[src/rtl/gf180mcu_fd_sc_mcu9t5v0__sync_debounce_pkg.sv]
// Shared definitions for the synchronising debounce filter: the state
// naming used by checkers, default parameter values and the legal ranges
// that the top level checks at elaboration time.
package gf180mcu_fd_sc_mcu9t5v0__sync_debounce_pkg;

  // Filter state as seen from the stability counter (STEADY when cnt == 0).
  typedef enum logic {
    STEADY  = 1'b0,
    PENDING = 1'b1
  } state_e;

  localparam int SYNC_STAGES_DEF   = 2;
  localparam int CNT_W_DEF         = 4;
  localparam int STABLE_CYCLES_DEF = 8;

  localparam int SYNC_STAGES_MIN   = 2;
  localparam int SYNC_STAGES_MAX   = 4;
  localparam int STABLE_CYCLES_MIN = 1;

  // Largest value a counter of the given width can hold.
  function automatic int cnt_limit(input int w);
    return (1 << w) - 1;
  endfunction

endpackage

[src/rtl/gf180mcu_fd_sc_mcu9t5v0__sync_debounce_sync.sv]
// Multi-flop synchroniser for an asynchronous level input. The reset value
// is a parameter so pad inputs that idle high can come out of reset quiet.
module gf180mcu_fd_sc_mcu9t5v0__sync_debounce_sync #(
  parameter int   SYNC_STAGES = 2,
  parameter logic RST_VAL     = 1'b0
) (
  input  logic clk_i,
  input  logic rn_i,
  input  logic d_i,
  output logic q_o
);

  logic [SYNC_STAGES-1:0] sync_q;

  // Shift the raw level through the chain; bit 0 is the metastable catcher.
  always_ff @(posedge clk_i or negedge rn_i) begin
    if (!rn_i) begin
      sync_q <= {SYNC_STAGES{RST_VAL}};
    end else begin
      sync_q <= {sync_q[SYNC_STAGES-2:0], d_i};
    end
  end

  assign q_o = sync_q[SYNC_STAGES-1];

endmodule

[src/rtl/gf180mcu_fd_sc_mcu9t5v0__sync_debounce.sv]
// Synchronising glitch filter feeding the downstream buf stage. A new level
// reaches Z only after STABLE_CYCLES consecutive synchronised samples that
// disagree with Z; EN=0 bypasses qualification but keeps the synchroniser.
// Optional build macro GF180MCU_FD_SC_MCU9T5V0__SYNC_DEBOUNCE_EDGE_EN adds
// registered one-cycle rise/fall pulses ZR/ZF aligned with the Z update.
module gf180mcu_fd_sc_mcu9t5v0__sync_debounce
  import gf180mcu_fd_sc_mcu9t5v0__sync_debounce_pkg::*;
#(
  parameter int   SYNC_STAGES   = SYNC_STAGES_DEF,
  parameter int   CNT_W         = CNT_W_DEF,
  parameter int   STABLE_CYCLES = STABLE_CYCLES_DEF,
  parameter logic RST_VAL       = 1'b0
) (
  input  logic CLK,
  input  logic RN,
  input  logic I,
  input  logic EN,
  output logic Z,
  output logic BUSY
`ifdef GF180MCU_FD_SC_MCU9T5V0__SYNC_DEBOUNCE_EDGE_EN
  ,
  output logic ZR,
  output logic ZF
`endif
);

  // Counter value on which the next mismatching sample commits the change.
  localparam logic [CNT_W-1:0] CNT_LAST = CNT_W'(STABLE_CYCLES - 1);

  if (SYNC_STAGES < SYNC_STAGES_MIN || SYNC_STAGES > SYNC_STAGES_MAX) begin : g_bad_sync
    $error("SYNC_STAGES out of range");
  end
  if (STABLE_CYCLES < STABLE_CYCLES_MIN || STABLE_CYCLES > cnt_limit(CNT_W)) begin : g_bad_stable
    $error("STABLE_CYCLES out of range for CNT_W");
  end

  logic             s;
  logic             z_q, z_d;
  logic [CNT_W-1:0] cnt_q, cnt_d;

  gf180mcu_fd_sc_mcu9t5v0__sync_debounce_sync #(
    .SYNC_STAGES (SYNC_STAGES),
    .RST_VAL     (RST_VAL)
  ) u_sync (
    .clk_i (CLK),
    .rn_i  (RN),
    .d_i   (I),
    .q_o   (s)
  );

  // Qualification: count uninterrupted mismatches, drop the run on any match.
  always_comb begin
    z_d   = z_q;
    cnt_d = cnt_q;
    if (!EN) begin
      z_d   = s;
      cnt_d = '0;
    end else if (s == z_q) begin
      cnt_d = '0;
    end else if (cnt_q == CNT_LAST) begin
      z_d   = s;
      cnt_d = '0;
    end else begin
      cnt_d = cnt_q + 1'b1;
    end
  end

  // Filter state registers; reset forces the output quiet immediately.
  always_ff @(posedge CLK or negedge RN) begin
    if (!RN) begin
      z_q   <= RST_VAL;
      cnt_q <= '0;
    end else begin
      z_q   <= z_d;
      cnt_q <= cnt_d;
    end
  end

  assign Z    = z_q;
  assign BUSY = (cnt_q != '0);

`ifdef GF180MCU_FD_SC_MCU9T5V0__SYNC_DEBOUNCE_EDGE_EN
  logic zr_q, zf_q;

  // Edge pulses are registered with Z so they coincide with its first new cycle.
  always_ff @(posedge CLK or negedge RN) begin
    if (!RN) begin
      zr_q <= 1'b0;
      zf_q <= 1'b0;
    end else begin
      zr_q <= z_d & ~z_q;
      zf_q <= ~z_d & z_q;
    end
  end

  assign ZR = zr_q;
  assign ZF = zf_q;
`endif

  state_e state_w;
  assign state_w = (cnt_q != '0) ? PENDING : STEADY;

  a_cnt_bound: assert property (@(posedge CLK) disable iff (!RN) cnt_q <= CNT_LAST);
  a_bypass_steady: assert property (@(posedge CLK) disable iff (!RN) !EN |=> state_w == STEADY);

endmodule

[config.mk]
export PLATFORM = sky130hd
export DESIGN_NAME = gf180mcu_fd_sc_mcu9t5v0__sync_debounce
export DESIGN_NICKNAME = d
export VERILOG_FILES = /design/src/rtl/gf180mcu_fd_sc_mcu9t5v0__sync_debounce_pkg.sv /design/src/rtl/gf180mcu_fd_sc_mcu9t5v0__sync_debounce_sync.sv /design/src/rtl/gf180mcu_fd_sc_mcu9t5v0__sync_debounce.sv
export SDC_FILE = /design/constraint.sdc
export NUM_CORES = 1
export LEC_CHECK = 0
export ABC_AREA = 1
export CAP_MARGIN = 20
export CORE_AREA = 2 2 39 41
export DETAILED_ROUTE_END_ITERATION = 10
export DIE_AREA = 0 0 41 43
export HOLD_SLACK_MARGIN = 0.1
export REMOVE_ABC_BUFFERS = 1
export SLEW_MARGIN = 10
export SYNTH_ARGS = -nofsm -noshare
export SYNTH_HDL_FRONTEND = slang
export SYNTH_SLANG_ARGS = --single-unit
[constraint.sdc]
create_clock -name CLK -period 1.05 [get_ports CLK]
set_input_delay 0.21 -clock CLK [delete_from_list [all_inputs] [get_ports CLK]]
set_output_delay 0.21 -clock CLK [all_outputs]
set_load 0.02 [all_outputs]
## Word level (Yosys, flattened, before mapping)

Index checks and enable logic that the tools add are counted.

| storage, ports and cells | value |
|---|---|
| register bits | 7 |
| latch bits | 0 |
| memory bits (writable) | 0 |
| memory bits (read-only) | 0 |
| output and inout bits | 2 |
| memories | 0 |

| cells by class | value |
|---|---|
| add/sub/neg operators | 1 |
| $mul | 0 |
| divide/modulo/power cells | 0 |
| order comparisons | 0 |
| eq/ne operators | 4 |
| shifts and indexed selects | 0 |
| muxes and demuxes | 6 |
| bitwise gates (word level) | 0 |
| reduce and logical (&&, ||, !) cells | 2 |

Operators by type and width:

| operator | number |
|---|---|
| 2-to-1 mux 4 bit | 3 |
| adder 4 x 1 -> 4 bit, second input constant | 1 |
| == test 4 x 3 -> 1 bit, second input constant | 1 |
| nonzero test 4 bit | 1 |
| 2-to-1 mux 1 bit | 3 |
| inequality test 2 x 1 -> 1 bit, second input constant | 1 |
| inequality test 2 bit, second input constant | 1 |
| AND reduction 2 bit | 1 |
| == test 1 bit | 1 |

## Longest topological paths before layout

Gate-level depths: netlist (run 1).

| logic depth | value |
|---|---|
| depth after elaboration | 4 |
| mapped depth | 6 |

## Hierarchy

From an unflattened synthesis (run 1), not the netlist that was laid out.

| second synthesis, totals | value |
|---|---|
| cell total of the unflattened synthesis | 41 |
| area total of the unflattened synthesis | 332.8 um^2 |

Modules (own cells, without submodules):

| module | instances | cells an instance | area each (um^2) |
|---|---|---|---|
| gf180mcu_fd_sc_mcu9t5v0__sync_debounce | 1 | 39 | 282.8 |
| gf180mcu_fd_sc_mcu9t5v0__sync_debounce_sync | 1 | 2 | 50.0 |

## Least setup slack after synthesis (run 1)

No wires, ideal clock.

| path | value |
|---|---|
| path kind | reg-to-reg |
| start | register cnt_q[0] |
| end | register cnt_q[0] |
| setup time | 0.072 ns |
| arrival | 0.919 ns |
| data required time | 0.978 ns |
| slack | 0.059 ns |
| stages on the path, launching flop included | 7 |
| path buffers | 0 |
| clock period less this slack | 0.991 ns |
| path through | dfrtp_1 ha_1 nand2_1 nand2_1 nand2_1 nand2_1 nor2_1 |

| between the ends | value |
|---|---|
| longest elaborated chain between the ends | 4 |
| elaborated cells between the ends (all ways) | 5 |
| those cells by class | add/sub: 1; eq/ne: 1; mux: 3 |

Ends and longest elaborated chain:

| what | RTL line | RTL |
|---|---|---|
| start: declaration | gf180mcu_fd_sc_mcu9t5v0__sync_debounce.sv:39 | `logic [CNT_W-1:0] cnt_q, cnt_d;` |
| start signal: assignment | gf180mcu_fd_sc_mcu9t5v0__sync_debounce.sv:75 | `cnt_q <= cnt_d;` |
| adder 4 x 1 -> 4 bit / == test 4 x 3 -> 1 bit (equally long branches) | gf180mcu_fd_sc_mcu9t5v0__sync_debounce.sv:64, gf180mcu_fd_sc_mcu9t5v0__sync_debounce.sv:60 |  |
| 2-to-1 mux 4 bit * | gf180mcu_fd_sc_mcu9t5v0__sync_debounce.sv:60 | `end else if (cnt_q == CNT_LAST) begin` |
| 2-to-1 mux 4 bit * | gf180mcu_fd_sc_mcu9t5v0__sync_debounce.sv:58 | `end else if (s == z_q) begin` |
| 2-to-1 mux 4 bit * | gf180mcu_fd_sc_mcu9t5v0__sync_debounce.sv:55 | `if (!EN) begin` |
| net cnt_d[0] | gf180mcu_fd_sc_mcu9t5v0__sync_debounce.sv:39 |  |

The timed path passes the listed nets; every way through them passes the cells marked *.
A chain may end at the register's enable or synchronous reset.

## Worst setup path after layout (run 1)

| path | value |
|---|---|
| start | register cnt_q[1] |
| end | output BUSY |

| between the ends | value |
|---|---|
| longest elaborated chain between the ends | 1 |

Ends and longest elaborated chain:

| what | RTL line | RTL |
|---|---|---|
| nonzero test 4 bit | n/a |  |
| end: declaration | gf180mcu_fd_sc_mcu9t5v0__sync_debounce.sv:19 | `output logic BUSY` |

No other way between the ends.

==> results of run 1 <==
[power by group]
part | total [mW] | switching [mW] | leakage (nW) | internal (mW)
registers | 0.291 | 0.00653 | 0.0891 | 0.284
clock network | 0.230 | 0.0860 | 0.0150 | 0.144
logic | 0.111 | 0.0577 | 0.148 | 0.0538
[worst register-to-register path, delay by kind of cell (launching register included)]
family | cells | cell delay [ns]
simple gates | 5 | 0.32
fa+ha+maj | 1 | 0.17
buf+inv | 1 | 0.15
flops | 1 | 0.39
[cell usage after synthesis]
master    n
inv_1     8
ha_1      2
nand2_1  11
nand3_1   4
dfrtp_1   7
nand4_1   1
nor2_1    7
xnor2_1   1
[layout make-up]
class	count	area, um^2
well taps	16	20.0
fillers	159	888
multi-input cells	26	153
flip-flops and latches	7	175
repair buffers	11	91.3
clock buffers	4	26.3
inverters	8	30.0
[state kept, by name, indices dropped and copies added, names as in the netlist]
name	cells
cnt_q	4
u_sync.sync_q	2
Z	1
[stage by stage]
step	utilization [%]	instances	instance area [um^2]
detailed placement	32.4	68	448
global route	35.8	72	495
floorplan	-	41	333
global placement	32.4	68	448
CTS	34.9	72	483
finish	35.8	72	495
[per-layer routing]
metal / part of all wire (%) / track usage (%) / wire length [um] / vias to the layer above
met5: 0 / 0 / 0 / -
met4: 0 / 8.00 / 0 / 0
met3: 3.6 / 3.14 / 20 / 0
met2: 52 / 14.1 / 287 / 3
met1: 45 / 9.36 / 249 / 117
li1: - / - / - / 151
[final timing paths]
kind	endpoint	slack, ns	cells after the start
hold reg to reg	u_sync.sync_q[1]	0.35	0
setup / recovery	BUSY	-0.16	4
hold / removal	cnt_q[0]	0.22	1
setup reg to reg	cnt_q[3]	-0.05	7
min in group CLK	u_sync.sync_q[1]	0.35	0
max in group asynchronous	Z	0.60	1
[what timing repair did]
action	CTS	global route
pin swaps	1	2
resized for setup	12	3
gates cloned	0	0
endpoints found under the setup margin	6	6
[layout by cell type (no fill, tap or decap), drive strengths merged]
master and n:
inv 8, ha 2, dfrtp 7, clkbuf 4, nand4 1, buf 8, xnor2 1, nor2 7
nand3 4, nand2 11, clkdlybuf4s50 3
[cell families (layout without fill, tap and decap cells)]
kind of cell / after synthesis / after routing / synth area share, %
buffers and inverters: 8 / 23 / 9.02
DFF: 7 / 7 / 52.6
xor gates and xnor gates: 1 / 1 / 2.63
and+or+nand+nor: 23 / 23 / 28.2
adders and majority gates: 2 / 2 / 7.52
==> metrics, run 1 <==
Synth area leader=dfrtp_1; CP bufs+invs=2; CTS Root Cell=clkbuf_4; worst-skew pair later-pin latency=0.24 ns; die area=about 0.0018 mm^2; Setup Viol. Count Final=4; n_diodes=0; pwr dens=roughly 1300 mW/mm^2; crit end category=output pin; CTS tree=done; Worst Setup SP=cnt_q[1]; Rows=14; maximum VDD drop=499 uV; Max Fclk=between 800 and 900 MHz; Detailed Routing Iterations Pass 1=1; Fin Clk Skew=roughly 0.0015 ns; HPWL Detailed=roughly 470 um; DR vias=271; H-tree Lvls=1; Syn Area/Cell=slightly above 8 um^2; Chip Width=~40 um; max-cap violation count=0; Tmin final=1.21 ns; clk sinks=7; final WL=about 560 um; Clock Path Buffers=2; pin count of the biggest net entering global routing=8; critical path arrival=1.00 ns; Req. time, crit path=approximately 0.84 ns; cts bufs inserted=3; Final Max Slew Viols=0; number of global-route vias before repair=roughly 280; final worst slack=-0.161 ns; first-pass GRT wire length=about 1.0 mm; drt via density=between 3 and 4; Hold Buf Count CTS=0; initial antenna violation count=0; DRC violations left=0; CP max FO=2; CP Launch Type=flip-flop; slowest CP cell=dfrtp_1; GRT Overall Usage=just over 9%; gp weighted congestion=slightly below 0.7; mapped cell area=between 300 and 400 um^2; Slew @ Worst Pin=just over 0.3 ns; Crit Path Class=reg -> out; Total Nets Final=63; Ys Warns=0; setup TNS=-0.265 ns; ANT nets after route=0; clk slew on worst S/H paths=0.05 ns; proportion of layout cells with a drive suffix above 1=a little over a quarter; DR WL/cell=7.74 um; CP peak stage delay=about 0.4 ns; largest cells by area after synthesis=dfrtp_1, nand2_1, inv_1, nor2_1, ha_1; crit share post-route=115%; Place WS=-0.367 ns; Top Family by Delay on Critical Path=flip-flops; Seq/Total Area, Yosys=~53%; Reg-to-Reg Start=cnt_q[1]; status=finished with violations; # IOs=6; endpoints failing hold=0; grt total ovfl=0; synthesis-to-finish area growth=48.9%; Die H=between 40 and 50 um; total power=roughly 0.63 mW; Mapped Cells=41; crit-path cells=inv_1 -> ha_1 -> nand2_1 -> buf_6; Min-Delay Path Class=in -> async; WHS=0.221 ns; 1st-iter DRT viols=0; failing checks=negative setup slack; Max transition margin=79.7%; setup repair bufs after CTS=0; core area=roughly 0.0014 mm^2; Lkg Pwr=~0.25 nW; RSZ-0062 raised after global routing=yes; IO Port Bufs=5; Cell variety after synth=8; Starting Density=between 20% and 30%; area share of the largest cell type after synthesis=between 50% and 60%; Seq cells post-synth=7
(Power assumes the default switching activity.)
==> inputs of run 2 (changes only) <==
==> constraint.sdc (replaced) <==
create_clock -name CLK -period 1.45 [get_ports CLK]
set_input_delay 0.29 -clock CLK [delete_from_list [all_inputs] [get_ports CLK]]
set_output_delay 0.29 -clock CLK [all_outputs]
set_load 0.02 [all_outputs]
==> metrics, run 2 (synthesis results as in run 1) <==
status=complete, no violations (was finished with violations); crit end category=output pin (unchanged); grt total ovfl=0 (unchanged); final worst slack=0.150 ns (was -0.161 ns); initial antenna violation count=0 (unchanged); Starting Density=24.1% (unchanged); Place WS=-0.0263 ns (was -0.367 ns); pin count of the biggest net entering global routing=8 (unchanged); number of global-route vias before repair=258 (was 283); Reg-to-Reg Start=cnt_q[0] (was cnt_q[1]); Max Fclk=approximately 770 MHz; placed instance count=66 (was 68); cts bufs inserted=3 (unchanged); worst r2r path cells=7 (unchanged); Fin Clk Skew=0.000501 ns (was 0.00149 ns); pwr dens=970 mW/mm^2 (was 1280 mW/mm^2); gp weighted congestion=0.687 (was 0.677); final WL=515 um (was 557 um); Final Max Slew Viols=0 (unchanged); CP Launch Type=flip-flop (unchanged); CTS Root Cell=clkbuf_4 (unchanged); critical path arrival=1.01 ns (was 1.00 ns); Finished Layout Cells=70 (was 72); crit-path cells=inv_1 -> ha_1 -> nand2_1 -> clkbuf_2 (was inv_1 -> ha_1 -> nand2_1 -> buf_6); dpl cell area=433 um^2 (was 448 um^2); IO Port Bufs=5 (unchanged); worst reg2reg setup slack=0.29 ns (was -0.05 ns); worst-skew pair later-pin latency=0.24 ns (about the same); slowest CP cell=dfrtp_1 (unchanged); CP peak stage delay=0.34 ns (was 0.39 ns); first-pass GRT wire length=986 um (was 1.04 mm); setup repair bufs after CTS=0 (unchanged); CP bufs+invs=2 (unchanged); maximum VDD drop=363 uV (was 499 uV); Biggest register=cnt_q (unchanged); Tmin final=1.30 ns; Setup Viol. Count Final=0 (was 4); final instance area=453 um^2 (was 495 um^2); Die H=43 um (unchanged); most frequent cells in the layout=nand2_1, inv_1, dfrtp_1, nor2_1 (was nand2_1, inv_1, dfrtp_1); Rows=14 (unchanged); n_diodes=0 (unchanged); Detailed Routing Iterations Pass 1=3 (was 1); layout filler cell count=152 (was 159); 1st-iter DRT viols=2 (was 0); clk sinks=7 (unchanged); Max transition margin=80.8% (was 79.7%); GRT Overall Usage=8.55% (was 9.25%); DRC violations left=0 (unchanged); CTS tree=done (unchanged); Top Family by Delay on Critical Path=flip-flops (unchanged); Critical R2R Capture=cnt_q[0] (was cnt_q[3]); Req. time, crit path=1.16 ns (was 0.84 ns); DR vias=273 (was 271); commonest non-fill, non-tap cell in the layout=nand2_1 (unchanged); max reg flops=4 (unchanged); ANT nets after route=0 (unchanged); CP max FO=2 (unchanged); Crit Path Class=reg -> out (unchanged); Chip Width=41 um (unchanged); Clock Path Buffers=2 (unchanged); drt via density=3.90 (was 3.76); Lkg Pwr=0.242 nW (was 0.252 nW); DR WL/cell=7.36 um (was 7.74 um); clk slew on worst S/H paths=0.05 ns (about the same); total power=0.439 mW (was 0.632 mW); Min-Delay Path Class=in -> async (unchanged); H-tree Lvls=1 (unchanged); max-cap violation count=0 (unchanged); RSZ-0062 raised after global routing=no (was yes); HPWL Detailed=456 um (was 470 um); Total Nets Final=61 (was 63); proportion of layout cells with a drive suffix above 1=14.8% (was 26.8%); # IOs=6 (unchanged); setup TNS=0 ns (was -0.265 ns); core area=0.00138 mm^2 (unchanged); die area=0.00176 mm^2 (unchanged); synthesis-to-finish area growth=36.1% (was 48.9%); endpoints failing hold=0 (unchanged); Slew @ Worst Pin=0.287 ns (was 0.304 ns); crit share post-route=approximately 90%
-- run 2: cell count changes in the layout (fill, tap and decap cells not counted), sizes merged --
cell         previous run  this run
clkbuf                  4         5
buf                     8         4
dlygate4sd2             0         1
-- run 2: where the power goes --
group / internal, mW / total [mW] / switching [mW]
Clock: 0.104 / 0.164 / 0.0598
Combinational: 0.0287 / 0.0637 / 0.0350
Sequential: 0.206 / 0.212 / 0.00598
-- run 2: layout make-up --
| cell class | count | area (um^2) | area share, % |
|---|---|---|---|
| inverters | 8 | 30.0 | 6.63 |
| clock buffers | 4 | 26.3 | 5.80 |
| well taps | 16 | 20.0 | 4.42 |
| multi-input cells | 26 | 128 | 28.2 |
| repair buffers | 9 | 73.8 | 16.3 |
| flip-flops and latches | 7 | 175 | 38.7 |
-- run 2: worst register-to-register path, stage by stage, from the launching register on --
cell     delay [ns]
dfrtp_1        0.37
buf_4          0.14
ha_1           0.23
nand2_1        0.08
nand2_1        0.06
nand2_1        0.06
nand2_1        0.06
nor2_1         0.10
-- run 2: repair_timing --
| action | 4_1_cts | 5_1_grt |
|---|---|---|
| hold buffers | 0 | 0 |
| hold endpoints to repair | 0 | 0 |
| gates cloned | 0 | 0 |
| gates resized for setup | 3 | 1 |
| endpoints found under the setup margin | 2 | 1 |
-- run 2: layer usage --
metal  vias up  GRT usage, %  part of all wire (%)
met2         3          10.6                    50
met5         -             0                     0
met1       121          11.7                    46
met3         0          1.57                   4.1
met4         0          8.00                     0
li1        149             -                     -
-- run 2: per-stage QoR --
step	hold WS, ns	utilization, %
after floorplan	-0.00559	-
after global placement	0.335	31.3
after detailed placement	0.343	31.3
after CTS	0.296	33.1
after global routing	0.318	32.7
final	0.296	32.7
-- run 2: how the worst max path moves through the flow --
stage                     cells past startpoint    to      from
after detailed placement                      4  BUSY  cnt_q[0]
final                                         4  BUSY  cnt_q[0]
after global routing                          4  BUSY  cnt_q[0]
after floorplan                               3  BUSY  cnt_q[0]
after global placement                        4  BUSY  cnt_q[0]
after CTS                                     4  BUSY  cnt_q[0]
==> inputs of run 3 (changes only) <==
--- a/config.mk
+++ b/config.mk
@@ -8,6 +8,7 @@
 export ABC_AREA = 1
 export CAP_MARGIN = 20
 export CORE_AREA = 2 2 39 41
+export CTS_BUF_LIST = sky130_fd_sc_hd__clkbuf_8
 export DETAILED_ROUTE_END_ITERATION = 10
 export DIE_AREA = 0 0 41 43
 export HOLD_SLACK_MARGIN = 0.1
==> metrics, run 3 (synthesis results as in run 1) <==
CP Launch Type=flip-flop (unchanged); core area=0.00138 mm^2 (unchanged); synthesis-to-finish area growth=41.7% (was 36.1%); Starting Density=24.1% (unchanged); # IOs=6 (unchanged); first-pass GRT wire length=1.02 mm (was 986 um); final WL=544 um (was 515 um); HPWL Detailed=456 um (unchanged); maximum VDD drop=489 uV (was 363 uV); commonest non-fill, non-tap cell in the layout=nand2_1 (unchanged); IO Port Bufs=5 (unchanged); Final Max Slew Viols=0 (unchanged); placed instance count=66 (unchanged); Req. time, crit path=1.16 ns (about the same); status=complete, no violations (unchanged); drt via density=3.96 (was 3.90); most frequent cells in the layout=nand2_1, inv_1, dfrtp_1, nor2_1 (unchanged); endpoints failing hold=0 (unchanged); Fin Clk Skew=0.00106 ns (was 0.000501 ns); part of the power in combinational logic=11.9% (was 14.5%); clock share of power=48.5% (was 37.3%); cts bufs inserted=3 (unchanged); Clock Path Buffers=2 (unchanged); Min-Delay Path Class=in -> async (unchanged); Chip Width=41 um (unchanged); Slew @ Worst Pin=0.295 ns (was 0.287 ns); pin count of the biggest net entering global routing=8 (unchanged); grt total ovfl=0 (unchanged); Die H=43 um (unchanged); Total Nets Final=61 (unchanged); CTS Root Cell=clkbuf_8 (was clkbuf_4); setup TNS=0 ns (unchanged); worst-skew pair later-pin latency=0.22 ns (was 0.24 ns); clk slew on worst S/H paths=0.04 ns (was 0.05 ns); DR vias=277 (was 273); Rows=14 (unchanged); GRT Overall Usage=9.26% (was 8.55%); H-tree Lvls=1 (unchanged); initial antenna violation count=0 (unchanged); Crit Path Class=reg -> out (unchanged); gp weighted congestion=0.687 (unchanged); DRC violations left=0 (unchanged); Reg power frac=39.6% (was 48.2%); layout filler cell count=150 (was 152); Finished Layout Cells=70 (unchanged); Biggest register=cnt_q (unchanged); n_diodes=0 (unchanged); number of global-route vias before repair=263 (was 258); Max transition margin=80.3% (was 80.8%); Setup Viol. Count Final=0 (unchanged); dpl cell area=433 um^2 (unchanged); CTS tree=done (unchanged); Int Power=0.417 mW (was 0.339 mW); CP max FO=2 (unchanged); max-cap violation count=0 (unchanged); proportion of layout cells with a drive suffix above 1=14.8% (unchanged); Tmin final=1.28 ns (was 1.30 ns); 1st-iter DRT viols=3 (was 2); Lkg Pwr=0.254 nW (was 0.242 nW); Hold Buf Count CTS=0 (unchanged); Detailed Routing Iterations Pass 1=4 (was 3); Max Fclk=780 MHz (was 769 MHz); die area=0.00176 mm^2 (unchanged); ANT nets after route=0 (unchanged); multi-input logic area=128 um^2 (unchanged); Reg area=175 um^2 (unchanged); clk sinks=7 (unchanged); DR WL/cell=7.77 um (was 7.36 um); crit share post-route=88.4% (was 89.6%); final core occ=34.1% (was 32.7%); max reg flops=4 (unchanged); crit end category=output pin (unchanged); switching power=0.119 mW (was 0.101 mW); Sw Share=22.2% (was 22.9%); RSZ-0062 raised after global routing=no (unchanged); final instance area=472 um^2 (was 453 um^2); pwr dens=1140 mW/mm^2 (was 970 mW/mm^2); critical path arrival=0.99 ns (was 1.01 ns)
[run 3: cell count changes in the layout (fill, tap and decap cells not counted)]
cell / change
inv_1: +1
clkbuf_4: -3
clkbuf_8: +3
clkbuf_1: -1
[run 3: cell type report]
cell class	instances	share of cell area (%)
inverters	8	6.37
well taps	16	4.24
clock inverters	1	0.796
clock buffers	3	8.75
multi-input cells	26	27.1
repair buffers	9	15.6
flip-flops and latches	7	37.1
[run 3: per-stage QoR]
step	setup slack, ns	power [mW]	hold WS (ns)
2_1_floorplan	0.397	0.248	-0.00559
3_3_place_gp	-0.0220	0.284	0.335
3_5_place_dp	-0.0263	0.286	0.343
4_1_cts	0.0280	0.548	0.322
5_1_grt	0.108	0.565	0.343
6_report	0.168	0.537	0.316
[run 3: repair_timing]
item                       in CTS  in global routing
buffers inserted                0                  0
resized for setup               3                  1
setup endpoints to repair       2                  1
[run 3: worst paths after layout]
check,slack (ns),start,end,cells past startpoint
setup / recovery,0.17,cnt_q[0],BUSY,4
hold / removal,0.32,RN,cnt_q[0],1
setup reg to reg,0.30,cnt_q[0],cnt_q[0],7
hold reg to reg,0.35,u_sync.sync_q[0],u_sync.sync_q[1],0
max in group asynchronous,0.91,RN,Z,1
min in group CLK,0.35,u_sync.sync_q[0],u_sync.sync_q[1],0
[run 3: power groups by stage]
stage               logic, mW  registers, mW  clock network (mW)
floorplan              0.0288          0.219                   0
global placement       0.0700          0.214                   0
detailed placement     0.0709          0.215                   0
CTS                    0.0675          0.212               0.268
global route           0.0734          0.214               0.278
finish                 0.0638          0.212               0.260
[run 3: per-layer routing]
| layer | part of all wire, % | GRT usage (%) |
|---|---|---|
| met1 | 46 | 12.1 |
| met2 | 45 | 10.6 |
| met3 | 5.0 | 3.14 |
| met4 | 4.4 | 10.0 |
| met5 | 0 | 0 |
[run 3: worst max-delay path, cell delays in order (launching register included)]
cell and delay, ns:
dfrtp_1 0.33, inv_1 0.04, ha_1 0.18, nand2_1 0.06
clkbuf_2 0.16
